===== src/rtl/core_pkg.sv =====
// Shared definitions for the pipelined ARM core front end.
//   RESET_PC_DEF  : default PC after reset
//   NOP_INSTR_DEF : default bubble instruction placed in the IF/ID register
//   PC_INC        : sequential fetch increment (one 32-bit instruction)
//   npc_sel_e     : next-PC source select (sequential / write-back / branch)
package core_pkg;

    localparam logic [31:0] RESET_PC_DEF  = 32'h0000_0000;
    localparam logic [31:0] NOP_INSTR_DEF = 32'h0000_0000;
    localparam logic [31:0] PC_INC        = 32'd4;

    typedef enum logic [1:0] {
        NPC_SEQ = 2'd0,
        NPC_W   = 2'd1,
        NPC_BR  = 2'd2
    } npc_sel_e;

endpackage


===== src/rtl/fetch_stage_ifid_reg.sv =====
// ifid_reg: width-parameterised pipeline flop.
//   clk   : rising-edge clock
//   reset : asynchronous active-high reset, loads CLR_VAL
//   clear : synchronous clear to CLR_VAL, takes priority over en
//   en    : load d when high, hold otherwise
//   d     : next value
//   q     : registered value
module ifid_reg #(
    parameter int unsigned     W       = 32,
    parameter logic [W-1:0]    CLR_VAL = '0
) (
    input  logic         clk,
    input  logic         reset,
    input  logic         clear,
    input  logic         en,
    input  logic [W-1:0] d,
    output logic [W-1:0] q
);

    always_ff @(posedge clk or posedge reset) begin
        if (reset) begin
            q <= CLR_VAL;
        end else if (clear) begin
            q <= CLR_VAL;
        end else if (en) begin
            q <= d;
        end
    end

endmodule


===== src/rtl/fetch_stage.sv =====
// fetch_stage: IF stage plus IF/ID pipeline register.
//   clk, reset    : rising-edge clock, asynchronous active-high reset
//   StallF        : hold the PC
//   StallD        : hold the IF/ID register
//   FlushD        : clear the IF/ID register to a bubble (wins over StallD)
//   BranchTakenE  : redirect to ALUResultE (highest priority)
//   PCSrcW        : redirect to ResultW
//   InstrF        : instruction memory data for PCF (combinational imem)
//   PCF, PCPlus4F : fetch address and its sequential successor
//   InstrD        : registered instruction for decode
//   PCPlus8D      : registered PC+8 of the instruction in D (R15 read value)
//   ValidD        : InstrD holds a real fetched instruction
//   RedirectCnt   : saturating count of cycles FlushD was applied
module fetch_stage
    import core_pkg::*;
#(
    parameter logic [31:0] RESET_PC  = RESET_PC_DEF,
    parameter logic [31:0] NOP_INSTR = NOP_INSTR_DEF,
    parameter int unsigned CNT_W     = 16
) (
    input  logic             clk,
    input  logic             reset,
    input  logic             StallF,
    input  logic             StallD,
    input  logic             FlushD,
    input  logic             BranchTakenE,
    input  logic [31:0]      ALUResultE,
    input  logic             PCSrcW,
    input  logic [31:0]      ResultW,
    input  logic [31:0]      InstrF,
    output logic [31:0]      PCF,
    output logic [31:0]      PCPlus4F,
    output logic [31:0]      InstrD,
    output logic [31:0]      PCPlus8D,
    output logic             ValidD,
    output logic [CNT_W-1:0] RedirectCnt
);

    npc_sel_e    npc_sel;
    logic [31:0] pc_next;

    assign PCPlus4F = PCF + PC_INC;

    always_comb begin
        npc_sel = NPC_SEQ;
        if (BranchTakenE) begin
            npc_sel = NPC_BR;
        end else if (PCSrcW) begin
            npc_sel = NPC_W;
        end
    end

    always_comb begin
        pc_next = PCPlus4F;
        unique case (npc_sel)
            NPC_BR:  pc_next = ALUResultE;
            NPC_W:   pc_next = ResultW;
            default: pc_next = PCPlus4F;
        endcase
    end

    // A stalled F drops any redirect presented in the same cycle.
    always_ff @(posedge clk or posedge reset) begin
        if (reset) begin
            PCF <= RESET_PC;
        end else if (!StallF) begin
            PCF <= pc_next;
        end
    end

    ifid_reg #(.W(32), .CLR_VAL(NOP_INSTR)) u_instr (
        .clk   (clk),
        .reset (reset),
        .clear (FlushD),
        .en    (!StallD),
        .d     (InstrF),
        .q     (InstrD)
    );

    ifid_reg #(.W(32), .CLR_VAL(32'h0000_0000)) u_pc8 (
        .clk   (clk),
        .reset (reset),
        .clear (FlushD),
        .en    (!StallD),
        .d     (PCPlus4F + PC_INC),
        .q     (PCPlus8D)
    );

    ifid_reg #(.W(1), .CLR_VAL(1'b0)) u_valid (
        .clk   (clk),
        .reset (reset),
        .clear (FlushD),
        .en    (!StallD),
        .d     (1'b1),
        .q     (ValidD)
    );

    always_ff @(posedge clk or posedge reset) begin
        if (reset) begin
            RedirectCnt <= '0;
        end else if (FlushD && (RedirectCnt != '1)) begin
            RedirectCnt <= RedirectCnt + 1'b1;
        end
    end

endmodule


===== config.mk =====
export PLATFORM = sky130hd
export DESIGN_NAME = fetch_stage
export DESIGN_NICKNAME = d
export VERILOG_FILES = /design/src/rtl/core_pkg.sv /design/src/rtl/fetch_stage_ifid_reg.sv /design/src/rtl/fetch_stage.sv
export SDC_FILE = /design/constraint.sdc
export NUM_CORES = 1
export LEC_CHECK = 0
export BUFFER_PORTS_ARGS = -buffer_cell sky130_fd_sc_hd__buf_2
export CAP_MARGIN = 20
export CELL_PAD_IN_SITES_DETAIL_PLACEMENT = 1
export CELL_PAD_IN_SITES_GLOBAL_PLACEMENT = 2
export CORE_MARGIN = 5
export CORE_UTILIZATION = 29
export DETAILED_ROUTE_END_ITERATION = 12
export PLACE_DENSITY_LB_ADDON = 0.1
export SYNTH_ARGS = -nofsm -noshare
export SYNTH_HDL_FRONTEND = slang
export SYNTH_SLANG_ARGS = --single-unit

===== constraint.sdc =====
create_clock -name clk -period 4.9 [get_ports clk]
set_clock_uncertainty 0.2 [all_clocks]
set_input_delay 0.49 -clock clk [delete_from_list [all_inputs] [get_ports clk]]
set_output_delay 0.49 -clock clk [all_outputs]
set_load 0.01 [all_outputs]

==> flow_summary.yaml <==
outcome:
  status: "complete, no violations"
worst_setup_path:
  r2r_setup_slack_ns: 1.27
  worst_r2r_endpoint: "u_pc8.q[18]"
  rr_startpoint: "PCF[2]"
  cp-end-kind: "primary output"
  critPathRequiredTime_ns: 4.21
  crit_arrival_ns: 3.13
  cp-start-kind: "flip-flop"
  ff2ff_path_depth: 8
  critPathKind: "flip-flop to primary output"
  path_max_fanout: 11
floorplan:
  fp.dieW_um: 163
  std_cell_rows: 55
  start_util_pct: 29.6
  fp.dieH_um: 163
  core_sq_um: 22800
  die_area_sq_um: 26400
  io_pins: 248
drt:
  via_count: 6240
  avgViaCountPerCell: 5.00
  wl_per_cell_um: 20.1
  drc: 0
  drtIter0Drc: 236
  wl_um: 25000
  drtPass1Iterations: 5
  ant_nets: 0
power_and_ir_drop:
  power.internal_uw: 2190
  p_per_area_nw_per_um2: 378
  p_total_uw: 3310
  p_leak_uw: 0.00431
  pwr-share-seq_pct: 36.1
  clock_power_share_pct: 40.1
  p_sw_share_pct: 33.9
  comb_power_share_pct: 23.8
  p_sw_uw: 1120
  ir_drop_v: 0.000200
global_route:
  grt_pass1_wl_um: 39400
  grt.met3_usage_pct: 4.25
  met2_usage_pct: 32.9
  antenna_found_initial: 0
  busiest_layer: "met2"
  grt_overflow: 0
  grt_pass1_vias: 6835
  grtUsageMet1_pct: 23.3
  grt_max_degree: 65
  grt_use_total_pct: 18.8
timing:
  hold_violations: 0
  drv_slew: 0
  rsz0062_at_grt: "no"
  fin_crit_ns: 3.82
  slew_headroom_pct: 29.3
  fmax_ghz: 0.262
  fin_ws_ns: 1.08
  tightest_slew_ns: 1.06
  period_share_pct: 77.9
  setup_viol: 0
  fin_tns_setup_ns: 0
place:
  dp_hpwl_um: 18900
  post-place-ws_ns: 1.30
  io_buffers: 247
  gp_congestion: 0.798
synthesis:
  synth_area_sq_um: 6750
  ys_ff_latch: 113
  syn_area_per_cell_sq_um: 9.58
  syn_nets: 810
  synthArstFlopShare_pct: 100
  netlist.area_leader.share_pct: 41.9
  synth_area_leaders: "dfrtp_1, mux2i_1, mux2_2"
  synth_top_cell_by_area: "dfrtp_1"
  synth-edff-count: 0
  ys.warnings.count: 0
  synth_cell_types: 74
  seq_area_frac_synth_pct: 41.9
  synthFlopType: "dfrtp_1"
  syn_inst: 704
cts:
  cts_tree: "built"
  insertion_delay_ns: 0.42
  numCtsBuffers: 17
  clk_pin_slew_ns: 0.06
  cts-root-buf: "clkbuf_16"
  cts_setup_buffers: 0
  ctsResizeCount: 0
  ctsHtreeMaxLevel: 4
  cts.sinks: 113
  ctsHoldBuffers: 0
  clk_path_buf_depth: 2
run:
  maxCapViolCount: 0
final_layout:
  drive_gt1_share_pct: 36.8
  nets: 1027
  diodes: 0
  finish.utilization_pct: 38.5
  area_growth_pct: 29.8
min_path:
  hp-class: "primary input to async pin"
[cells in the mapped netlist, types with 13 or more instances]
| library cell | n |
|---|---|
| a21oi_1 | 20 |
| and3_1 | 13 |
| clkbuf_1 | 32 |
| dfrtp_1 | 113 |
| mux2_2 | 29 |
| mux2i_1 | 59 |
| nand2_1 | 68 |
| nand3_1 | 31 |
| nand4_1 | 23 |
| nor2_1 | 69 |
| o21ai_0 | 43 |
| xnor2_1 | 29 |
| xor2_1 | 14 |
[layout make-up]
cell class	count	area [sq um]
tap	313	392
fill	2646	14000
timing repair buffer	253	1280
clock inverter	14	180
sequential	113	2830
inverter	14	55.1
multi-input combinational	522	3580
clock buffer	18	439
[routing by layer]
layer	part of all wire, %	vias to the layer above
li1	-	2958
met4	1.3	0
met5	0	-
met2	51	152
met1	43	3110
met3	5.1	20
[state kept, by name, summed over array words and instances, names as in the netlist]
signal       cells
RedirectCnt     16
u_instr.q       32
u_valid.q        1
PCF             32
u_pc8.q         32
[how the worst max path moves through the flow]
stage,start,end,slack [ns],depth (start not counted)
detailed placement,PCF[2],u_pc8.q[18],1.30,8
global route,PCF[2],PCPlus4F[30],0.90,6
global placement,PCF[2],u_pc8.q[28],1.49,8
finish,PCF[2],PCPlus4F[26],1.08,6
CTS,PCF[2],PCPlus4F[26],1.09,6
floorplan,reset,PCF[0],1.22,1
[power by group through the flow]
stage	Sequential (uW)	Combinational, uW	Clock [uW]
6_report	1200	787	1330
2_1_floorplan	1210	460	0
4_1_cts	1200	807	1360
3_5_place_dp	1210	804	0
3_3_place_gp	1210	789	0
5_1_grt	1220	873	1400
[worst max-delay path, cell delays in order (launching register included)]
cell and delay, ns:
dfrtp_1 0.56, ha_1 0.46, and4_1 0.26, nand3_1 0.27, or4_1 0.66, xnor2_2 0.29
buf_2 0.21
[cell usage in the layout, fill, tap and decap left out, types with 6 or more instances in the layout]
cell,count
buf_2,247
buf_4,6
xor2_1,14
and4_1,7
inv_1,10
nor4_1,7
mux2i_1,59
nand3_1,31
nand2_1,68
nor3_1,9
a21oi_1,20
dfrtp_1,113
clkbuf_16,17
and3_1,13
nand4_1,23
xnor2_1,29
nor2_1,69
clkinv_4,6
o21ai_0,43
mux2_2,29
[stage by stage]
stage          cells  instance area (sq um)  hold slack [ns]
4_1_cts         1246                   8750           0.0816
3_5_place_dp    1214                   8130            0.285
5_1_grt         1247                   8760            0.105
6_report        1247                   8760           0.0407
2_1_floorplan    704                   6750            0.316
3_3_place_gp    1214                   8130            0.266
[cell families after synthesis]
logic type	Yosys count	synth area share, %
buf+inv	69	4.95
xor+xnor	46	6.31
simple gates	271	21.7
fa+ha+maj	3	0.557
flops	113	41.9
mux	88	13.6
compound gates	114	11.0
Note: power is estimated with default switching activity, not from simulation.
